$ cat src/rtl/cpu_types_pkg.sv
// Shared CPU memory-side types: RAM handshake state, word type and arbiter FSM/owner encodings.
package cpu_types_pkg;

    localparam int unsigned WORD_W = 32;

    typedef logic [WORD_W-1:0] word_t;

    typedef enum logic [1:0] {
        FREE   = 2'd0,
        BUSY   = 2'd1,
        ACCESS = 2'd2,
        ERROR  = 2'd3
    } ramstate_t;

    typedef enum logic [1:0] {
        IDLE  = 2'd0,
        GRANT = 2'd1,
        RESP  = 2'd2
    } arb_state_t;

    typedef enum logic {
        OWN_I = 1'b0,
        OWN_D = 1'b1
    } arb_owner_t;

    // Latched RAM transaction held for the whole grant, including retries.
    typedef struct packed {
        logic  wen;
        word_t addr;
        word_t store;
    } ram_req_t;

endpackage

$ cat src/rtl/mem_arbiter.sv
// Single-port RAM arbiter for instruction and data requesters with retry on ERROR.
// Optional MEM_ARB_PERF_EN adds icount/dcount/stallcount performance counters.
module mem_arbiter
    import cpu_types_pkg::*;
#(
    parameter int unsigned MAX_RETRY = 3,
    parameter word_t       ERR_WORD  = 32'hBAD1BAD1
) (
    input  logic      CLK,
    input  logic      nRST,
    input  logic      iREN,
    input  word_t     iaddr,
    output logic      iwait,
    output word_t     iload,
    input  logic      dREN,
    input  logic      dWEN,
    input  word_t     daddr,
    input  word_t     dstore,
    output logic      dwait,
    output word_t     dload,
    output logic      err,
    output logic      ramREN,
    output logic      ramWEN,
    output word_t     ramaddr,
    output word_t     ramstore,
    input  word_t     ramload,
    input  ramstate_t ramstate
`ifdef MEM_ARB_PERF_EN
    ,
    output word_t     icount,
    output word_t     dcount,
    output word_t     stallcount
`endif
);

    localparam int unsigned CNT_W = 4;

    arb_state_t       state, state_n;
    arb_owner_t       owner, owner_n;
    logic             token, token_n;
    logic [CNT_W-1:0] cnt, cnt_n;
    ram_req_t         req, req_n;
    logic             ren_n, wen_n;
    word_t            iload_n, dload_n;
    logic             err_n;
    logic             owner_live;

    assign iwait = iREN && !(state == RESP && owner == OWN_I);
    assign dwait = (dREN || dWEN) && !(state == RESP && owner == OWN_D);

    assign ramaddr  = req.addr;
    assign ramstore = req.store;

    // A requester that let go mid-transaction gets its response discarded.
    assign owner_live = (owner == OWN_I) ? iREN : (dREN || dWEN);

    always_ff @(posedge CLK) begin
        if (!nRST) begin
            state  <= IDLE;
            owner  <= OWN_I;
            token  <= 1'b0;
            cnt    <= '0;
            req    <= '0;
            ramREN <= 1'b0;
            ramWEN <= 1'b0;
            iload  <= '0;
            dload  <= '0;
            err    <= 1'b0;
        end else begin
            state  <= state_n;
            owner  <= owner_n;
            token  <= token_n;
            cnt    <= cnt_n;
            req    <= req_n;
            ramREN <= ren_n;
            ramWEN <= wen_n;
            iload  <= iload_n;
            dload  <= dload_n;
            err    <= err_n;
        end
    end

    always_comb begin
        state_n = state;
        owner_n = owner;
        token_n = token;
        cnt_n   = cnt;
        req_n   = req;
        ren_n   = ramREN;
        wen_n   = ramWEN;
        iload_n = iload;
        dload_n = dload;
        err_n   = 1'b0;

        case (state)
            IDLE: begin
                // Data wins unless a fetch is waiting and data was served last.
                if ((dREN || dWEN) && !(token && iREN)) begin
                    owner_n     = OWN_D;
                    token_n     = 1'b1;
                    req_n.wen   = dWEN;
                    req_n.addr  = daddr;
                    req_n.store = dstore;
                    ren_n       = !dWEN;
                    wen_n       = dWEN;
                    state_n     = GRANT;
                end else if (iREN) begin
                    owner_n     = OWN_I;
                    token_n     = 1'b0;
                    req_n.wen   = 1'b0;
                    req_n.addr  = iaddr;
                    req_n.store = '0;
                    ren_n       = 1'b1;
                    wen_n       = 1'b0;
                    state_n     = GRANT;
                end
            end

            GRANT: begin
                if (!ramREN && !ramWEN) begin
                    // Strobes were dropped for one cycle after ERROR; re-issue.
                    ren_n = !req.wen;
                    wen_n = req.wen;
                end else begin
                    case (ramstate)
                        ACCESS: begin
                            ren_n   = 1'b0;
                            wen_n   = 1'b0;
                            state_n = RESP;
                            if (!req.wen && owner_live) begin
                                if (owner == OWN_I) iload_n = ramload;
                                else                dload_n = ramload;
                            end
                        end
                        ERROR: begin
                            ren_n = 1'b0;
                            wen_n = 1'b0;
                            cnt_n = cnt + CNT_W'(1);
                            if (cnt_n == CNT_W'(MAX_RETRY)) begin
                                state_n = RESP;
                                err_n   = owner_live;
                                if (!req.wen && owner_live) begin
                                    if (owner == OWN_I) iload_n = ERR_WORD;
                                    else                dload_n = ERR_WORD;
                                end
                            end
                        end
                        default: ;
                    endcase
                end
            end

            RESP: begin
                cnt_n   = '0;
                state_n = IDLE;
            end

            default: state_n = IDLE;
        endcase
    end

`ifdef MEM_ARB_PERF_EN
    // Completed transactions per side and cycles spent waiting on the RAM.
    always_ff @(posedge CLK) begin
        if (!nRST) begin
            icount     <= '0;
            dcount     <= '0;
            stallcount <= '0;
        end else begin
            if (state == RESP) begin
                if (owner == OWN_I) icount <= icount + 32'(1);
                else                dcount <= dcount + 32'(1);
            end
            if (state == GRANT) stallcount <= stallcount + 32'(1);
        end
    end
`endif

endmodule
$ cat config.mk
export PLATFORM = sky130hd
export DESIGN_NAME = mem_arbiter
export DESIGN_NICKNAME = d
export VERILOG_FILES = /design/src/rtl/cpu_types_pkg.sv /design/src/rtl/mem_arbiter.sv
export SDC_FILE = /design/constraint.sdc
export NUM_CORES = 1
export LEC_CHECK = 0
export CORE_MARGIN = 1
export CORE_UTILIZATION = 43
export CTS_CLUSTER_DIAMETER = 50
export DETAILED_ROUTE_END_ITERATION = 6
export PLACE_DENSITY = 0.82
export SYNTH_ARGS = -nofsm -noshare
export SYNTH_HDL_FRONTEND = slang
export SYNTH_SLANG_ARGS = --single-unit
export TNS_END_PERCENT = 5
$ cat constraint.sdc
create_clock -name CLK -period 2.1 [get_ports CLK]
set_clock_uncertainty 0.05 [all_clocks]
set_input_delay 0.42 -clock CLK [delete_from_list [all_inputs] [get_ports CLK]]
set_output_delay 0.42 -clock CLK [all_outputs]
set_load 0.05 [all_outputs]
==> results.env <==
CRIT_TYPE='reg -> out'
WORST-PATH-BUF-INV=1
CTSROOTBUFFERMASTER='sky130_fd_sc_hd__clkbuf_16'
POWER.TOTAL_mW=7.24
CRITPATHSLOWESTCELL='sky130_fd_sc_hd__clkdlybuf4s50_1'
ROUTE.DETAILED.VIAS_PER_INST=5.00
DETAILEDROUTE.FIRSTITERATIONVIOLATIONS=319
ROW_COUNT=43
SYNTH_WARNINGS=0
CRIT_FANOUT=2
SYNTH_CELL_TYPES=44
GRT-OVFL-TOTAL=0
FIN_TNS_SETUP_NS=0
DRT_WL_TOTAL_UM=16200
HPWL_UM=11800
HOLD_PATH.CLASS='in -> reg'
SYN-CELL-AREA_MM2=0.00619
FINAL_COMMON_CELL='sky130_fd_sc_hd__clkdlybuf4s50_1'
IOPINCOUNT=268
NUMBER_OF_GLOBAL_ROUTE_VIAS_BEFORE_REPAIR=4999
VDD.IR_DROP.WORST_V=0.000531
TRITONCTS.NUM_BUFFERS=17
CLOCK_LATENCY_NS=0.41
PLACE.DETAILED.INSTANCES=1044
CRIT_PATH_START_KIND='register'
AREA.GROWTH.SYNTH_TO_FINAL_PCT=50.5
CLOCK_SINKS=139
DIE_H_UM=122
FMAXACHIEVABLE_MHz=486
GR-USAGE-ALL-LAYERS_PCT=21.7
WORST_PIN_SLEW_NS=0.560
FINALCRITICALPERIOD_NS=2.06
WIRE_PER_INST_UM=15.1
INITIAL_CORE_UTIL_PCT=44.3
ORDERED_CELL_LIST_FOR_THE_CRITICAL_PATH='clkdlybuf4s50_1'
FIN_CELLS=1076
DETAILROUTE.VIA_COUNT=5385
CTS.PATH.MAX_BUFFERS=2
SYNTH-SEQ-CELLS=139
PRE_CTS_SLACK_NS=-0.0967
CTS_HOLD_BUFFERS=0
DIE_WIDTH_UM=122
POST_CTS_SIZING=0
IO_BUFFERS=267
RSZ0062_AT_GRT='false'
SLEW_VIOL_FINAL=0
DRIVE_GT1_SHARE_PCT=9.04
FILLERINSTANCES=1140
POST_DETAILED_ROUTE_DRC_MARKER_COUNT=0
SETUP-VIOLATIONS-FINAL=0
ANT_NETS=0
STARTPOINT='ramstore[12]'
DR.PASS1.ITERS=5
POWER_LEAKAGE_nW=4.04
TIMING.CRITICAL_PATH.MAX_DELAY_FAMILY='buffers and inverters'
SLOWEST_DELAY_NS=0.81
WIRE_LENGTH_OF_THE_FIRST_GLOBAL_ROUTING_PASS_UM=24800
WORSTHOLDSTART='nRST'
GP_CONGESTION=0.826
CLOCK_TREE_FROM_TRITONCTS='yes'
GRT_MAX_DEGREE=97
CLK_TRANSITION_REPORTED_PATHS_NS=0.06
SYNTHESIS.INSTANCES=681
CRITICAL_PATH.ENDPOINT_TYPE='output port'
POSTPLACECELLAREA_MM2=0.00871
ANTENNA_FOUND_INITIAL=0
FINAL_CELL_MIX='252 x sky130_fd_sc_hd__clkdlybuf4s50_1, 139 x sky130_fd_sc_hd__dfxtp_1, 103 x sky130_fd_sc_hd__nand2_1, 99 x sky130_fd_sc_hd__mux2i_1, 48 x sky130_fd_sc_hd__nand3_1'
MAX-CAP-VIOLATIONS=0
FIN_NETS=1020
HOLD_WS_NS=0.296
TIMING.RR.START='cnt[1]'
SLEW_HEADROOM_PCT=62.6
INSERTEDDIODECOUNT=0
POWER_DENS_CELLS_mW_PER_MM2=777
CORE_AREA_MM2=0.0140
STATUS='complete, no violations'
REPORT.FINAL.HOLD_VIOL_COUNT=0
YOSYSSEQAREASHARE_PCT=44.9
WORST-ENDPOINT-ARRIVAL_NS=1.59
POST_CTS_BUFFERS=0
MEAN_POST_SYNTH_CELL_AREA_UM2=9.09
DIE-AREA_MM2=0.0149
STDCELL_AREA_MM2=0.00932
CTS-HTREE-LEVELS=4
FINAL_MIN_PERIOD_OVER_CLOCK_PERIOD_PCT=97.9
POSTSYNTHNETCOUNT=818
FINALWORSTSETUPSLACK_NS=0.0431
CRIT_REQUIRED_NS=1.63
CORE_OCCUPANCY_IN_THE_FINISHED_LAYOUT_PCT=66.6
registers in the layout (all words and copies together), names as in the netlist:
register and count:
cnt 4, dload 32, err 1, iload 32
ramREN 1, ramWEN 1, ramaddr 32, ramstore 32
req 1, state 2, token 1
where the power goes:
part / switching (mW) / internal [mW] / leakage (nW)
clock: 1.10 / 1.81 / 0.277
combinational: 0.852 / 0.634 / 2.63
sequential: 0.0747 / 2.76 / 1.13
total: 2.03 / 5.21 / 4.04
worst register-to-register path: stages, from the launching register on:
cell and delay, ns:
sky130_fd_sc_hd__dfxtp_1 0.38, sky130_fd_sc_hd__ha_1 0.18, sky130_fd_sc_hd__inv_1 0.08, sky130_fd_sc_hd__buf_4 0.14, sky130_fd_sc_hd__a2111oi_4 0.47, sky130_fd_sc_hd__o211ai_4 0.19, sky130_fd_sc_hd__buf_4 0.21, sky130_fd_sc_hd__mux2i_1 0.12
per-layer routing:
layer  track usage (%)  vias to the layer above  wire (um)
li1                  -                     2690          -
met1              24.4                     2455       6390
met2              37.5                      220       8030
met3              7.68                       20       1510
met4              7.72                        0        274
met5                 0                        -          0
kinds of logic (layout without fill, tap and decap cells):
family / after synthesis / count (layout) / share of synthesized area (%)
simple gates: 210 / 210 / 14.6
flops: 139 / 139 / 44.9
buf+inv: 121 / 336 / 12.0
compound gates: 109 / 109 / 11.8
mux: 100 / 100 / 16.2
fa+ha+maj: 2 / 2 / 0.404
Yosys cell counts (all sizes together):
cell	instances	area, um2
o2111a	1	11.3
a31oi	1	6.26
a21oi	40	200
or4b	1	10.0
nor2b	2	12.5
dfxtp	139	2780
a211o	1	10.0
nand3	49	250
nand2b	2	12.5
a211oi	33	248
o211ai	2	42.5
or3	2	12.5
clkbuf	37	139
a22oi	1	7.51
mux2	1	11.3
a21o	1	8.76
mux2i	99	991
o21bai	1	7.51
a41oi	1	8.76
ha	2	25.0
nor3	3	20.0
a21boi	1	7.51
o21ai	20	100
nor2	41	154
nor3b	2	15.0
nand4	1	6.26
o21a	1	7.51
o22ai	1	6.26
nand2	103	387
inv	7	26.3
and3	1	6.26
or2	1	6.26
and2	1	6.26
nor4	1	6.26
buf	77	581
a2111oi	2	36.3
o41ai	1	16.3
o2bb2ai	1	8.76
final cells by class:
| cell class | instances | area, um2 | area share, % |
|---|---|---|---|
| Clock buffer | 22 | 464 | 4.98 |
| Timing Repair Buffer | 297 | 3010 | 32.3 |
| Clock inverter | 10 | 115 | 1.24 |
| Inverter | 7 | 26.3 | 0.282 |
| Tap cell | 180 | 225 | 2.42 |
| Multi-Input combinational cell | 421 | 2690 | 28.9 |
| Sequential cell | 139 | 2780 | 29.9 |
final timing paths:
| check | to | slack [ns] | cells past startpoint |
|---|---|---|---|
| hold / removal | err | 0.30 | 3 |
| setup reg to reg | dload[20] | 0.16 | 7 |
| setup / recovery | ramstore[12] | 0.04 | 1 |
| hold reg to reg | ramstore[8] | 0.40 | 2 |
Power figures use the tool's default switching activity.
